==> src/rtl/inst_fetch.sv <==
// inst_fetch
//   Fetch stage feeding the instruction decoder. Owns the program counter,
//   addresses a combinational instruction ROM, and registers the returned word
//   together with its PC into a one-entry fetch buffer. The buffer is handed to
//   decode over a valid/ready handshake. Execute can redirect the PC at any time;
//   a redirect squashes the buffered instruction.
//
// Ports
//   clk            in   rising-edge clock
//   rst_n          in   asynchronous active-low reset
//   enable         in   fetch permitted (low pauses new captures)
//   romAddr        out  ROM address, always the PC register
//   romInst        in   ROM data, combinational from romAddr
//   redirectValid  in   load redirectPc into the PC this cycle
//   redirectPc     in   redirect target
//   instValid      out  fetch buffer holds a valid instruction
//   instOut        out  buffered instruction
//   instPc         out  address of the buffered instruction
//   instReady      in   decode consumes the buffer when instValid && instReady
//   fetchCount     out  instructions captured since reset, saturating

module inst_fetch #(
  parameter int unsigned       ADDR_W   = 8,
  parameter int unsigned       INST_W   = 16,
  parameter logic [ADDR_W-1:0] RESET_PC = '0
) (
  input  logic              clk,
  input  logic              rst_n,
  input  logic              enable,
  output logic [ADDR_W-1:0] romAddr,
  input  logic [INST_W-1:0] romInst,
  input  logic              redirectValid,
  input  logic [ADDR_W-1:0] redirectPc,
  output logic              instValid,
  output logic [INST_W-1:0] instOut,
  output logic [ADDR_W-1:0] instPc,
  input  logic              instReady,
  output logic [15:0]       fetchCount
);

  typedef enum logic [1:0] {
    ST_BOOT  = 2'd0,
    ST_RUN   = 2'd1,
    ST_PAUSE = 2'd2
  } state_t;

  state_t              r_state;
  state_t              w_state_nxt;
  logic                w_fetch_en;
  logic                w_accept;

  logic [ADDR_W-1:0]   r_pc;
  logic                r_valid;
  logic [INST_W-1:0]   r_inst;
  logic [ADDR_W-1:0]   r_inst_pc;
  logic [15:0]         r_count;

  // State register
  always_ff @(posedge clk or negedge rst_n) begin
    if (!rst_n) begin
      r_state <= ST_BOOT;
    end else begin
      r_state <= w_state_nxt;
    end
  end

  // Next-state logic; redirects never influence the state
  always_comb begin
    w_state_nxt = r_state;
    unique case (r_state)
      ST_BOOT:  w_state_nxt = enable ? ST_RUN : ST_PAUSE;
      ST_RUN:   w_state_nxt = enable ? ST_RUN : ST_PAUSE;
      ST_PAUSE: w_state_nxt = enable ? ST_RUN : ST_PAUSE;
      default:  w_state_nxt = ST_BOOT;
    endcase
  end

  // State-derived outputs
  always_comb begin
    w_fetch_en = 1'b0;
    if (r_state == ST_RUN) begin
      w_fetch_en = 1'b1;
    end
  end

  // Capture needs a free (or freeing) buffer and loses to any redirect
  assign w_accept = w_fetch_en && enable && !redirectValid &&
                    (!r_valid || instReady);

  // PC and fetch buffer
  always_ff @(posedge clk or negedge rst_n) begin
    if (!rst_n) begin
      r_pc      <= RESET_PC;
      r_valid   <= 1'b0;
      r_inst    <= '0;
      r_inst_pc <= '0;
    end else if (redirectValid) begin
      // Squash even if decode is consuming the buffer this very cycle
      r_pc    <= redirectPc;
      r_valid <= 1'b0;
    end else if (w_accept) begin
      r_inst    <= romInst;
      r_inst_pc <= r_pc;
      r_valid   <= 1'b1;
      r_pc      <= r_pc + ADDR_W'(1);
    end else if (r_valid && instReady) begin
      r_valid <= 1'b0;
    end
  end

  // Saturating capture counter
  always_ff @(posedge clk or negedge rst_n) begin
    if (!rst_n) begin
      r_count <= '0;
    end else if (w_accept && (r_count != '1)) begin
      r_count <= r_count + 16'd1;
    end
  end

  assign romAddr    = r_pc;
  assign instValid  = r_valid;
  assign instOut    = r_inst;
  assign instPc     = r_inst_pc;
  assign fetchCount = r_count;

endmodule
==> config.mk <==
export PLATFORM = sky130hd
export DESIGN_NAME = inst_fetch
export DESIGN_NICKNAME = d
export VERILOG_FILES = /design/src/rtl/inst_fetch.sv
export SDC_FILE = /design/constraint.sdc
export NUM_CORES = 1
export LEC_CHECK = 0
export CAP_MARGIN = 25
export CORE_UTILIZATION = 45
export CTS_BUF_LIST = sky130_fd_sc_hd__clkbuf_16
export DETAILED_ROUTE_END_ITERATION = 12
export DONT_BUFFER_PORTS = 1
export GPL_TIMING_DRIVEN = 0
export PLACE_DENSITY = 0.6
export REMOVE_ABC_BUFFERS = 1
export SYNTH_ARGS = -nofsm -noshare
export SYNTH_HDL_FRONTEND = slang
export SYNTH_SLANG_ARGS = --single-unit
==> constraint.sdc <==
create_clock -name clk -period 1.6 [get_ports clk]
set_input_delay 0.4 -clock clk [delete_from_list [all_inputs] [get_ports clk]]
set_output_delay 0.4 -clock clk [all_outputs]
set_load 0.01 [all_outputs]
==> impl_metrics.ini <==
[worst_setup_path]
end_kind = flip-flop
timing.critical_path.from = r_state[1]$_DFF_PN0_
critical_path_class = flip-flop to flip-flop
ff2ff_setup_slack_ps = -70
r2r_start = r_state[1]$_DFF_PN0_
crit_arrival_ps = 1840
worstSetupStartpointType = flip-flop
timing.critical_path.fanout_max = 5
critical_path_required_ps = 1770

[run_status]
outcome = finished with violations
failed_checks = hold timing, setup timing

[floorplan]
start_util_pct = 47.7
core.rowCount = 25
design.portCount = 78
dieWidth_um = 73.5
fp.coreArea_um2 = 4820
die-area_um2 = 5390
chipHeight_um = 73.5

[layout]
final_layout_size_suffix_gt1_share_pct = 30.9
synthToLayoutAreaGrowth_pct = 26.1
final-instance-count-excl-fill = 329
final_net_count = 292
antenna_cells_inserted = 0
final_util_pct = 60.2
n_fill_cell = 437
final_design_area_no_fill_um2 = 2900

[grt]
pin_count_of_the_biggest_net_entering_global_routing = 52
number_of_antenna_violations_at_the_first_check_in_global_routing = 0
global_route_wire_length_before_repair_um = 7770
grt-ovfl-total = 0
number_of_global_route_vias_before_repair = 1576
global_route.usage.total_pct = 19.2

[sta]
worst_slew_margin_rel_pct = 67.7
tightest_slew_ps = 480
whs_ps = -194
clock_skew_ps = 6.00
final_period_minus_worst_setup_slack_ps = 1670
min_period_over_period_pct = 105
timing_max_transition_violations_final = 0
finalHoldViolations = 51
timing.fmax_mhz = 598
grt_setup_unrepaired = yes
setup_violations = 7
post-route-worst-setup-slack_ps = -73.6
finalSetupTns_ps = -320

[clocking]
tritoncts_num_sinks = 51
cts_root_buffer = sky130_fd_sc_hd__clkbuf_16
cts_max_path_buffers = 2
cts_tree = done
worst_skew_pair.late_latency_ps = 290
cts-buffers-inserted = 5
clock_transition_at_the_registers_of_the_reported_paths_ps = 70
cts-htree-levels = 2

[route]
drt.antenna.violating_nets = 0
detail_route.drc_violations = 0
first_iter_violations = 105
vias_per_cell = 5.27
drt-pass1-iter-count = 4
avgRoutedWirePerCell_um = 15.8
routed_wirelength_um = 5210
detailroute.via_count = 1733

[logic_synthesis]
synth_largest_area_cell = sky130_fd_sc_hd__dfrtp_1
post_synthesis_register_bit_count = 51
synth_edf_count = 0
ys_dominant_reg_cell = sky130_fd_sc_hd__dfrtp_1
yosysSeqAreaShare_pct = 55.6
yosys.cell_count.top_type = sky130_fd_sc_hd__nand2_1
post_synth_main_area_contributors = sky130_fd_sc_hd__dfrtp_1 56%, sky130_fd_sc_hd__nand2_1 14%, sky130_fd_sc_hd__xnor2_1 6.1%, sky130_fd_sc_hd__nand4_1 2.7%, sky130_fd_sc_hd__nand3_1 1.5%
netlist_area_um2 = 2300
yosysWarningCount = 0
synth-async-reset-ratio_pct = 100
avgSynthCellArea_um2 = 9.86
syn-instance-count = 233
synth.cells.most_frequent = 85 x sky130_fd_sc_hd__nand2_1, 51 x sky130_fd_sc_hd__dfrtp_1, 16 x sky130_fd_sc_hd__xnor2_1, 10 x sky130_fd_sc_hd__nand4_1
synth_top_cell_area_share_pct = 55.6
yosysUniqueCellTypes = 38

[placement]
port_buffers = 0
placed_cells_incl_taps = 292
place_area_um2 = 2360
place_worst_setup_slack_ps = -1020
gpl.final_weighted_congestion = 0.820
detailedPlacementHpwl_um = 3090

[power]
power_leakage_nw = 1.32
power.density_cell_area_nw_per_um2 = 1100
vdd.ir_drop.worst_mv = 0.600

[hold_path]
hold_crit_class = input port to asynchronous set/reset pin

[job]
max_cap_violations = 0
==> registers in the layout, summed over array words and instances, names as in the netlist <==
register    count
instPc          8
instValid       1
romAddr         8
instOut        16
fetchCount     16
r_state         2
==> kinds of logic after synthesis <==
group	share of synthesized area, %
adders and majority gates	1.09
buffers and inverters	2.18
xor gates and xnor gates	6.86
muxes	1.91
AOI/OAI and AO/OA	4.03
and+or+nand+nor	28.4
DFF	55.6
==> layer usage <==
layer	global-route usage, %	vias up	share of wire [%]
met3	4.25	7	6.1
met5	0	-	0
met4	8.12	0	1.5
met2	30.0	59	49
li1	-	846	-
met1	25.9	821	44
==> final timing paths <==
check	cells after the start	to
max	5	fetchCount[15]$_DFFE_PN0P_
min	0	romAddr[3]$_DFFE_PN0P_
max reg2reg	5	fetchCount[15]$_DFFE_PN0P_
min reg2reg	1	r_state[1]$_DFF_PN0_
max in group asynchronous	0	fetchCount[9]$_DFFE_PN0P_
min in group clk	1	r_state[1]$_DFF_PN0_
==> area by class of cell <==
class | count | area [um^2] | area share, %
Sequential cell | 51 | 1300 | 44.7
Multi-Input combinational cell | 171 | 1120 | 38.5
Timing Repair Buffer | 30 | 256 | 8.85
Clock buffer | 5 | 125 | 4.32
Tap cell | 67 | 83.8 | 2.89
Clock inverter | 3 | 12.5 | 0.432
Inverter | 2 | 7.51 | 0.259
==> what timing repair did <==
item	in CTS	in global routing
resized for setup	34	14
hold endpoints to repair	51	51
cloned	1	0
setup buffers	12	16
pin swaps	4	14
endpoints found under the setup margin	48	13
==> where the power goes <==
part           internal, mW  switching, mW
sequential             1.51          0.312
clock                 0.566          0.441
combinational         0.195          0.167
==> worst max-delay path, stage by stage (launching register included) <==
cell	delay, ps
sky130_fd_sc_hd__dfrtp_1	370
sky130_fd_sc_hd__nand3b_4	190
sky130_fd_sc_hd__nor4_4	330
sky130_fd_sc_hd__buf_4	180
sky130_fd_sc_hd__and4_4	200
sky130_fd_sc_hd__mux2_4	290
==> layout by cell type (no fill, tap or decap), types with 2 or more instances in the layout <==
cell type and count:
sky130_fd_sc_hd__nand2_1 84, sky130_fd_sc_hd__dfrtp_2 16, sky130_fd_sc_hd__nor3_1 2, sky130_fd_sc_hd__buf_6 3, sky130_fd_sc_hd__nand4_1 10, sky130_fd_sc_hd__xnor2_1 15
sky130_fd_sc_hd__mux2_4 3, sky130_fd_sc_hd__nand3_1 5, sky130_fd_sc_hd__nor2_2 3, sky130_fd_sc_hd__nor4_4 3, sky130_fd_sc_hd__o21ai_0 7, sky130_fd_sc_hd__dfrtp_1 35
sky130_fd_sc_hd__a21oi_1 3, sky130_fd_sc_hd__clkbuf_16 5, sky130_fd_sc_hd__inv_1 4, sky130_fd_sc_hd__nor4_1 3, sky130_fd_sc_hd__xor2_1 2, sky130_fd_sc_hd__nor2_1 2
sky130_fd_sc_hd__or3_4 3, sky130_fd_sc_hd__buf_4 25
==> per-stage QoR <==
stage / hold WS [ps] / total power [mW]
2_1_floorplan: 104 / 1.99
3_3_place_gp: 105 / 2.07
3_5_place_dp: 105 / 2.09
4_1_cts: -201 / 3.20
5_1_grt: -207 / 3.36
6_report: -194 / 3.19
Power figures use the tool's default switching activity.
